**config.mk**
```make
export PLATFORM = sky130hd
export DESIGN_NAME = led_band_gs_sequencer_flat
export DESIGN_NICKNAME = d
export VERILOG_FILES = /design/src/rtl/led_band_pkg.sv /design/src/rtl/led_band_gs_sequencer_if.sv /design/src/rtl/led_band_GS_controller.sv /design/src/rtl/led_band_gs_sequencer.sv /design/src/flat_wrapper.sv
export SDC_FILE = /design/constraint.sdc
export NUM_CORES = 1
export LEC_CHECK = 0
export BUFFER_PORTS_ARGS = -buffer_cell sky130_fd_sc_hd__buf_2
export CORE_ASPECT_RATIO = 1.75
export CORE_MARGIN = 5
export CORE_UTILIZATION = 50
export DETAILED_ROUTE_END_ITERATION = 7
export PLACE_DENSITY = 0.8
export SYNTH_ARGS = -nofsm -noshare
export SYNTH_HDL_FRONTEND = slang
export SYNTH_SLANG_ARGS = --single-unit
```
**constraint.sdc**
```tcl
create_clock -name clk -period 2.1 [get_ports clk]
set_input_delay 0.21 -clock clk [delete_from_list [all_inputs] [get_ports clk]]
set_output_delay 0.21 -clock clk [all_outputs]
set_load 0.01 [all_outputs]
```
**src/rtl/led_band_pkg.sv**
```systemverilog
// Shared types and width helpers for the LED band grayscale frame sequencer.
package led_band_pkg;

   typedef enum logic [2:0] {
      ST_IDLE,
      ST_FETCH,
      ST_LOAD,
      ST_SHIFT,
      ST_LATCH,
      ST_DONE
   } state_t;

   // GS word = color bits followed by zero-padded LSBs
   function automatic int gs_w(input int color_w, input int added);
      return color_w + added;
   endfunction

   function automatic int bsel_w(input int color_w, input int added);
      return (gs_w(color_w, added) > 1) ? $clog2(gs_w(color_w, added)) : 1;
   endfunction

endpackage

```
**src/rtl/led_band_gs_sequencer_if.sv**
```systemverilog
// Control, frame-buffer read and LED driver signals of the grayscale sequencer.
interface led_band_gs_sequencer_if #(
   parameter int COLOR_DATA_WIDTH = 8,
   parameter int NB_CHANNELS      = 96
);
   localparam int AW = (NB_CHANNELS > 1) ? $clog2(NB_CHANNELS) : 1;

   logic                        start;
   logic                        abort;
   logic                        busy;
   logic                        done;
   logic                        rd_en;
   logic [AW-1:0]               rd_addr;
   logic [COLOR_DATA_WIDTH-1:0] rd_data;
   logic                        SCLK;
   logic                        SOUT;
   logic                        LAT;

   modport master (
      input  start, abort, rd_data,
      output busy, done, rd_en, rd_addr, SCLK, SOUT, LAT
   );

   modport slave (
      output start, abort, rd_data,
      input  busy, done, rd_en, rd_addr, SCLK, SOUT, LAT
   );

endinterface

```
**src/rtl/led_band_GS_controller.sv**
```systemverilog
// Selects the serial bit of the current grayscale word (color bits + zero LSBs).
module led_band_GS_controller
   import led_band_pkg::*;
#(
   parameter int COLOR_DATA_WIDTH  = 8,
   parameter int NB_ADDED_LSB_BITS = 1
) (
   input  logic [bsel_w(COLOR_DATA_WIDTH, NB_ADDED_LSB_BITS)-1:0] bit_sel,
   input  logic [COLOR_DATA_WIDTH-1:0]                             r_data,
   output logic                                                    sout
);
   localparam int GS_W = gs_w(COLOR_DATA_WIDTH, NB_ADDED_LSB_BITS);

   logic [GS_W-1:0] gs_word;

   generate
      if (NB_ADDED_LSB_BITS > 0) begin : g_pad
         assign gs_word = {r_data, {NB_ADDED_LSB_BITS{1'b0}}};
      end else begin : g_nopad
         assign gs_word = r_data;
      end
   endgenerate

   // bit_sel can encode values above GS_W-1 when GS_W is not a power of two
   assign sout = (int'(bit_sel) < GS_W) ? gs_word[bit_sel] : 1'b0;

endmodule

```
**src/rtl/led_band_gs_sequencer.sv**
```systemverilog
// Shifts one grayscale frame (channel NB_CHANNELS-1 first) into an LED driver chain, then latches.
module led_band_gs_sequencer
   import led_band_pkg::*;
#(
   parameter int COLOR_DATA_WIDTH  = 8,
   parameter int NB_ADDED_LSB_BITS = 1,
   parameter int NB_CHANNELS       = 96,
   parameter int SCLK_DIV          = 2,
   parameter int LAT_WIDTH         = 2
) (
   input  logic                    clk,
   input  logic                    nrst,
   led_band_gs_sequencer_if.master bus
);
   localparam int GS_W   = gs_w(COLOR_DATA_WIDTH, NB_ADDED_LSB_BITS);
   localparam int BSEL_W = bsel_w(COLOR_DATA_WIDTH, NB_ADDED_LSB_BITS);
   localparam int AW     = (NB_CHANNELS > 1) ? $clog2(NB_CHANNELS) : 1;
   localparam int PH_W   = $clog2(2 * SCLK_DIV);
   localparam int LC_W   = $clog2(SCLK_DIV + LAT_WIDTH);

   localparam logic [PH_W-1:0]   PH_LAST  = PH_W'(2 * SCLK_DIV - 1);
   localparam logic [PH_W-1:0]   PH_HI    = PH_W'(SCLK_DIV);
   localparam logic [LC_W-1:0]   LC_LAST  = LC_W'(SCLK_DIV + LAT_WIDTH - 1);
   localparam logic [LC_W-1:0]   LC_LAT   = LC_W'(SCLK_DIV);
   localparam logic [AW-1:0]     CHAN_TOP = AW'(NB_CHANNELS - 1);
   localparam logic [BSEL_W-1:0] BSEL_TOP = BSEL_W'(GS_W - 1);

   state_t                      state, state_nx;
   logic [AW-1:0]               chan;
   logic [BSEL_W-1:0]           bit_sel;
   logic [PH_W-1:0]             phase;
   logic [LC_W-1:0]             lat_cnt;
   logic [COLOR_DATA_WIDTH-1:0] r_data;

   logic ph_wrap, bit_last, chan_last;

   assign ph_wrap   = (phase == PH_LAST);
   assign bit_last  = (bit_sel == '0);
   assign chan_last = (chan == '0);

   always_ff @(posedge clk or negedge nrst) begin
      if (!nrst) state <= ST_IDLE;
      else       state <= state_nx;
   end

   always_comb begin
      state_nx = state;
      if (bus.abort) begin
         state_nx = ST_IDLE;
      end else begin
         case (state)
            ST_IDLE:  if (bus.start) state_nx = ST_FETCH;
            ST_FETCH: state_nx = ST_LOAD;
            ST_LOAD:  state_nx = ST_SHIFT;
            ST_SHIFT: if (ph_wrap && bit_last) state_nx = chan_last ? ST_LATCH : ST_FETCH;
            ST_LATCH: if (lat_cnt == LC_LAST) state_nx = ST_DONE;
            ST_DONE:  state_nx = ST_IDLE;
            default:  state_nx = ST_IDLE;
         endcase
      end
   end

   always_comb begin
      bus.busy  = 1'b0;
      bus.done  = 1'b0;
      bus.rd_en = 1'b0;
      bus.SCLK  = 1'b0;
      bus.LAT   = 1'b0;
      case (state)
         ST_FETCH: begin
            bus.busy  = 1'b1;
            bus.rd_en = 1'b1;
         end
         ST_LOAD:  bus.busy = 1'b1;
         ST_SHIFT: begin
            bus.busy = 1'b1;
            bus.SCLK = (phase >= PH_HI);
         end
         ST_LATCH: begin
            bus.busy = 1'b1;
            bus.LAT  = (lat_cnt >= LC_LAT);
         end
         ST_DONE:  bus.done = 1'b1;
         default:  ;
      endcase
   end

   assign bus.rd_addr = chan;

   // Counters advance only when the FSM actually stays/moves as planned, so abort freezes them
   always_ff @(posedge clk or negedge nrst) begin
      if (!nrst) begin
         chan    <= '0;
         bit_sel <= '0;
         phase   <= '0;
         lat_cnt <= '0;
         r_data  <= '0;
      end else begin
         if (state == ST_IDLE && state_nx == ST_FETCH)
            chan <= CHAN_TOP;
         else if (state == ST_SHIFT && state_nx == ST_FETCH)
            chan <= chan - 1'b1;

         if (state == ST_LOAD) begin
            r_data  <= bus.rd_data;
            bit_sel <= BSEL_TOP;
         end else if (state == ST_SHIFT && state_nx == ST_SHIFT && ph_wrap) begin
            bit_sel <= bit_sel - 1'b1;
         end

         if (state == ST_SHIFT && state_nx == ST_SHIFT)
            phase <= ph_wrap ? '0 : phase + 1'b1;
         else
            phase <= '0;

         if (state == ST_LATCH && state_nx == ST_LATCH)
            lat_cnt <= lat_cnt + 1'b1;
         else
            lat_cnt <= '0;
      end
   end

   led_band_GS_controller #(
      .COLOR_DATA_WIDTH (COLOR_DATA_WIDTH),
      .NB_ADDED_LSB_BITS(NB_ADDED_LSB_BITS)
   ) u_gs_ctrl (
      .bit_sel(bit_sel),
      .r_data (r_data),
      .sout   (bus.SOUT)
   );

endmodule

```
**src/flat_wrapper.sv**
```systemverilog
// flat-port wrapper written by rule: the top's interface ports become plain ports
module led_band_gs_sequencer_flat import led_band_pkg::*;
#(
   parameter int COLOR_DATA_WIDTH  = 8,
   parameter int NB_ADDED_LSB_BITS = 1,
   parameter int NB_CHANNELS       = 96,
   parameter int SCLK_DIV          = 2,
   parameter int LAT_WIDTH         = 2
)
  (clk, nrst, bus_start, bus_abort, bus_rd_data, bus_busy, bus_done, bus_rd_en, bus_rd_addr, bus_SCLK, bus_SOUT, bus_LAT);
  led_band_gs_sequencer_if #(.COLOR_DATA_WIDTH(COLOR_DATA_WIDTH), .NB_CHANNELS(NB_CHANNELS)) bus_i ();
  input  logic clk;
  input  logic nrst;
  input wire logic [$bits(bus_i.start)-1:0] bus_start;
  input wire logic [$bits(bus_i.abort)-1:0] bus_abort;
  input wire logic [$bits(bus_i.rd_data)-1:0] bus_rd_data;
  output wire logic [$bits(bus_i.busy)-1:0] bus_busy;
  output wire logic [$bits(bus_i.done)-1:0] bus_done;
  output wire logic [$bits(bus_i.rd_en)-1:0] bus_rd_en;
  output wire logic [$bits(bus_i.rd_addr)-1:0] bus_rd_addr;
  output wire logic [$bits(bus_i.SCLK)-1:0] bus_SCLK;
  output wire logic [$bits(bus_i.SOUT)-1:0] bus_SOUT;
  output wire logic [$bits(bus_i.LAT)-1:0] bus_LAT;
  assign bus_i.start = bus_start;
  assign bus_i.abort = bus_abort;
  assign bus_i.rd_data = bus_rd_data;
  assign bus_busy = bus_i.busy;
  assign bus_done = bus_i.done;
  assign bus_rd_en = bus_i.rd_en;
  assign bus_rd_addr = bus_i.rd_addr;
  assign bus_SCLK = bus_i.SCLK;
  assign bus_SOUT = bus_i.SOUT;
  assign bus_LAT = bus_i.LAT;
  led_band_gs_sequencer #(.COLOR_DATA_WIDTH(COLOR_DATA_WIDTH), .NB_ADDED_LSB_BITS(NB_ADDED_LSB_BITS), .NB_CHANNELS(NB_CHANNELS), .SCLK_DIV(SCLK_DIV), .LAT_WIDTH(LAT_WIDTH)) u_core (.clk(clk), .nrst(nrst), .bus(bus_i));
endmodule
```
==> impl_metrics.json <==
{
  "die-width_um": 51.4,
  "route.antenna.remaining_nets": 0,
  "cap_viol_max_count": 0,
  "timing.critical_path.fanout_max": 6,
  "synth.top_cell.area_share": 0.434,
  "clock_tree_from_tritoncts": "yes",
  "hold_path_class": "in2reg",
  "timing.final.crit_share": 0.963,
  "setup_viol": 0,
  "avgRoutedWirePerCell_um": 17.3,
  "worst-slew-pin-transition_ns": 0.573,
  "dp.cells": 194,
  "rsz0062_at_grt": "no",
  "max_slew_headroom": 0.618,
  "clockRootBuffer": "sky130_fd_sc_hd__clkbuf_8",
  "seq_power_share": 0.551,
  "total_leakage_power_nw": 0.753,
  "fin_setup_tns_ns": 0,
  "synthesized_net_count": 164,
  "overflow": 0,
  "synth_seq_cells": 26,
  "yosys.cell_types.count": 42,
  "yosys_warnings": 0,
  "ys_dominant_reg_cell": "sky130_fd_sc_hd__dfrtp_1",
  "core_um2": 2900,
  "report.final.hold_viol_count": 0,
  "cp_data_arrival_time_ns": 2.17,
  "wire_length_of_the_first_global_routing_pass_um": 5730,
  "edff_count_synth": 0,
  "worst_clock_skew_ns": 0.00117,
  "outcome": "finished clean",
  "power.combinational.fraction": 0.205,
  "internal_power_w": 0.000814,
  "dr.first_iter.drc_count": 35,
  "clk_pin_slew_worst_paths_ns": 0.08,
  "power_w": 0.00112,
  "final-instance-count-excl-fill": 198,
  "end_kind": "flip-flop",
  "detailed_place_hpwl_um": 2730,
  "crit_start_category": "flip-flop",
  "clock_power_share": 0.243,
  "vdd.ir_drop.worst_v": 0.000521,
  "fin_nets": 192,
  "route.detailed.drc": 0,
  "fmax_mhz": 495,
  "syn_area_cell_um2": 10.4,
  "dieHeight_um": 82.5,
  "netSwitchingPower_w": 0.000309,
  "clk_latency_ns": 0.26,
  "final_layout_size_suffix_gt1_frac": 0.247,
  "antenna_violations_before_repair": 0,
  "cell_count_after_synthesis": 144,
  "synth_seq_area_share": 0.434,
  "power.share.switching": 0.276,
  "vias_per_cell": 6.10,
  "synth_top_cells_by_area": "sky130_fd_sc_hd__dfrtp_1 (43%), sky130_fd_sc_hd__ha_1 (6.7%), sky130_fd_sc_hd__mux2_1 (6.0%)",
  "clkSinkCount": 26,
  "wirelength_um": 3420,
  "count_of_vias_placed_by_the_detailed_router": 1207,
  "port-buffer-count": 24,
  "fp.dieArea_um2": 4240,
  "count_of_pins_over_their_slew_limit": 0,
  "std_cell_rows": 26,
  "powerDensity_nw_per_um2": 660,
  "crit_type": "reg2reg",
  "grt_start_max_net_pins": 27,
  "ioPinCount": 25,
  "vias_in_the_first_global_route": 1296,
  "synth.cell_area_um2": 1500,
  "netlist.top_cell.by_area": "sky130_fd_sc_hd__dfrtp_1",
  "globalplace.congestion": 0.877,
  "diodes": 0,
  "dr.pass1.iters": 4,
  "finalCriticalPeriod_ns": 2.02,
  "clock_path_buffers": 2,
  "grtUsageTotal": 0.180,
  "number_of_levels_in_the_clock_h_tree": 1,
  "floorplan.initialDensity": 0.518,
  "synth_async_sr_flop_share": 1.00,
  "worst-endpoint-required_ns": 2.25,
  "numCtsBuffers": 3,
  "area_delta_synth_final_pct": 13.4
}
[layer usage]
layer  vias up  part of all wire  GRT usage
li1        576                 -          -
met1       579              0.37      0.176
met2        44              0.57      0.370
met3         8             0.040     0.0251
met4         0             0.021     0.0630
met5         -                 0          0
[layout make-up]
cell class	count	area, um^2
clock buffer	3	41.3
fill	256	1190
tap	28	35.0
inverter	7	26.3
multi-input combinational	102	766
sequential	26	651
timing repair buffer	32	183
[per-stage QoR]
step                cell area, um^2  hold WS (ns)  utilization  setup slack, ns
finish                         1700         0.154        0.588           0.0781
global route                   1700         0.153        0.588          0.00418
CTS                            1700         0.154        0.587           0.0122
detailed placement             1650         0.238        0.570           0.0335
global placement               1650         0.226        0.570            0.196
floorplan                      1500       -0.0856            -           0.0151
[timing repair]
action                                 CTS  global route
setup endpoints to repair                0             2
gates resized for setup                  0             1
buffers inserted                         0             0
endpoints found under the hold margin   26             0
hold buffers                             1             0
[power groups by stage]
stage | sequential, W | clock [W] | combinational [W]
6_report | 0.000619 | 0.000273 | 0.000231
5_1_grt | 0.000630 | 0.000300 | 0.000254
4_1_cts | 0.000620 | 0.000276 | 0.000234
3_5_place_dp | 0.000630 | 0 | 0.000232
3_3_place_gp | 0.000622 | 0 | 0.000223
2_1_floorplan | 0.000618 | 0 | 0.000152
[synth_stat cells (3+ instances only)]
cell,count
sky130_fd_sc_hd__a31oi_1,4
sky130_fd_sc_hd__nor2_1,10
sky130_fd_sc_hd__nor4_1,6
sky130_fd_sc_hd__inv_1,7
sky130_fd_sc_hd__xnor2_1,3
sky130_fd_sc_hd__nor3_1,5
sky130_fd_sc_hd__nand4_1,3
sky130_fd_sc_hd__o21ai_1,4
sky130_fd_sc_hd__a21oi_1,5
sky130_fd_sc_hd__nand3_1,5
sky130_fd_sc_hd__mux2_1,8
sky130_fd_sc_hd__ha_1,8
sky130_fd_sc_hd__nand2_1,9
sky130_fd_sc_hd__dfrtp_1,26
sky130_fd_sc_hd__clkbuf_1,4
sky130_fd_sc_hd__buf_6,3
[worst max-delay path: stages, from the launching register on]
cell,delay (ns)
sky130_fd_sc_hd__dfrtp_1,0.43
sky130_fd_sc_hd__inv_1,0.09
sky130_fd_sc_hd__ha_1,0.22
sky130_fd_sc_hd__and4bb_4,0.23
sky130_fd_sc_hd__and4_1,0.18
sky130_fd_sc_hd__o21ai_2,0.15
sky130_fd_sc_hd__and4_4,0.30
sky130_fd_sc_hd__mux2_4,0.31
[sequential cells by signal (all words and copies together), names as in the netlist]
name,count
u_core.bit_sel,4
u_core.bus.rd_addr,7
u_core.lat_cnt,2
u_core.phase,2
u_core.r_data,8
u_core.state,3
[cell families after synthesis]
group,after synthesis,synth area share
adder cells (fa/ha/maj),8,0.0667
XOR/XNOR,3,0.0175
AND/OR/NAND/NOR,57,0.226
AO/OA/AOI/OAI,22,0.0967
flip-flops,26,0.434
multiplexers,12,0.103
buffers and inverters,16,0.0567
[layout by cell type, fill, tap and decap left out, types with 2 or more instances in the layout]
cell,count
sky130_fd_sc_hd__and3b_1,2
sky130_fd_sc_hd__o31ai_1,2
sky130_fd_sc_hd__nor2_1,10
sky130_fd_sc_hd__inv_1,7
sky130_fd_sc_hd__nand2b_1,2
sky130_fd_sc_hd__nand3_1,5
sky130_fd_sc_hd__nor4_1,6
sky130_fd_sc_hd__dfrtp_1,26
sky130_fd_sc_hd__mux2_4,2
sky130_fd_sc_hd__clkbuf_8,3
sky130_fd_sc_hd__buf_4,7
sky130_fd_sc_hd__and2_1,2
sky130_fd_sc_hd__a31oi_1,4
sky130_fd_sc_hd__nor3_1,5
sky130_fd_sc_hd__ha_1,8
sky130_fd_sc_hd__nand3b_1,2
sky130_fd_sc_hd__nand2_1,9
sky130_fd_sc_hd__xnor2_1,3
sky130_fd_sc_hd__and4_1,2
sky130_fd_sc_hd__buf_2,24
sky130_fd_sc_hd__a21oi_1,5
sky130_fd_sc_hd__o21ai_1,4
sky130_fd_sc_hd__nand4_1,3
sky130_fd_sc_hd__mux2_1,8
[worst paths after layout]
path	end	depth (start not counted)	startpoint	slack [ns]
worst max-delay path	u_core.bus.rd_addr[0]	7	u_core.bit_sel[1]	0.08
worst min-delay path	u_core.r_data[2]	2	bus_rd_data[2]	0.15
worst max register to register	u_core.bus.rd_addr[0]	7	u_core.bit_sel[1]	0.08
worst min register to register	u_core.lat_cnt[0]	1	u_core.lat_cnt[0]	0.48
max in group asynchronous	u_core.bit_sel[3]	2	nrst	1.23
min in group asynchronous	u_core.r_data[3]	2	nrst	0.49
No activity file was read; power rests on OpenSTA's default activity.
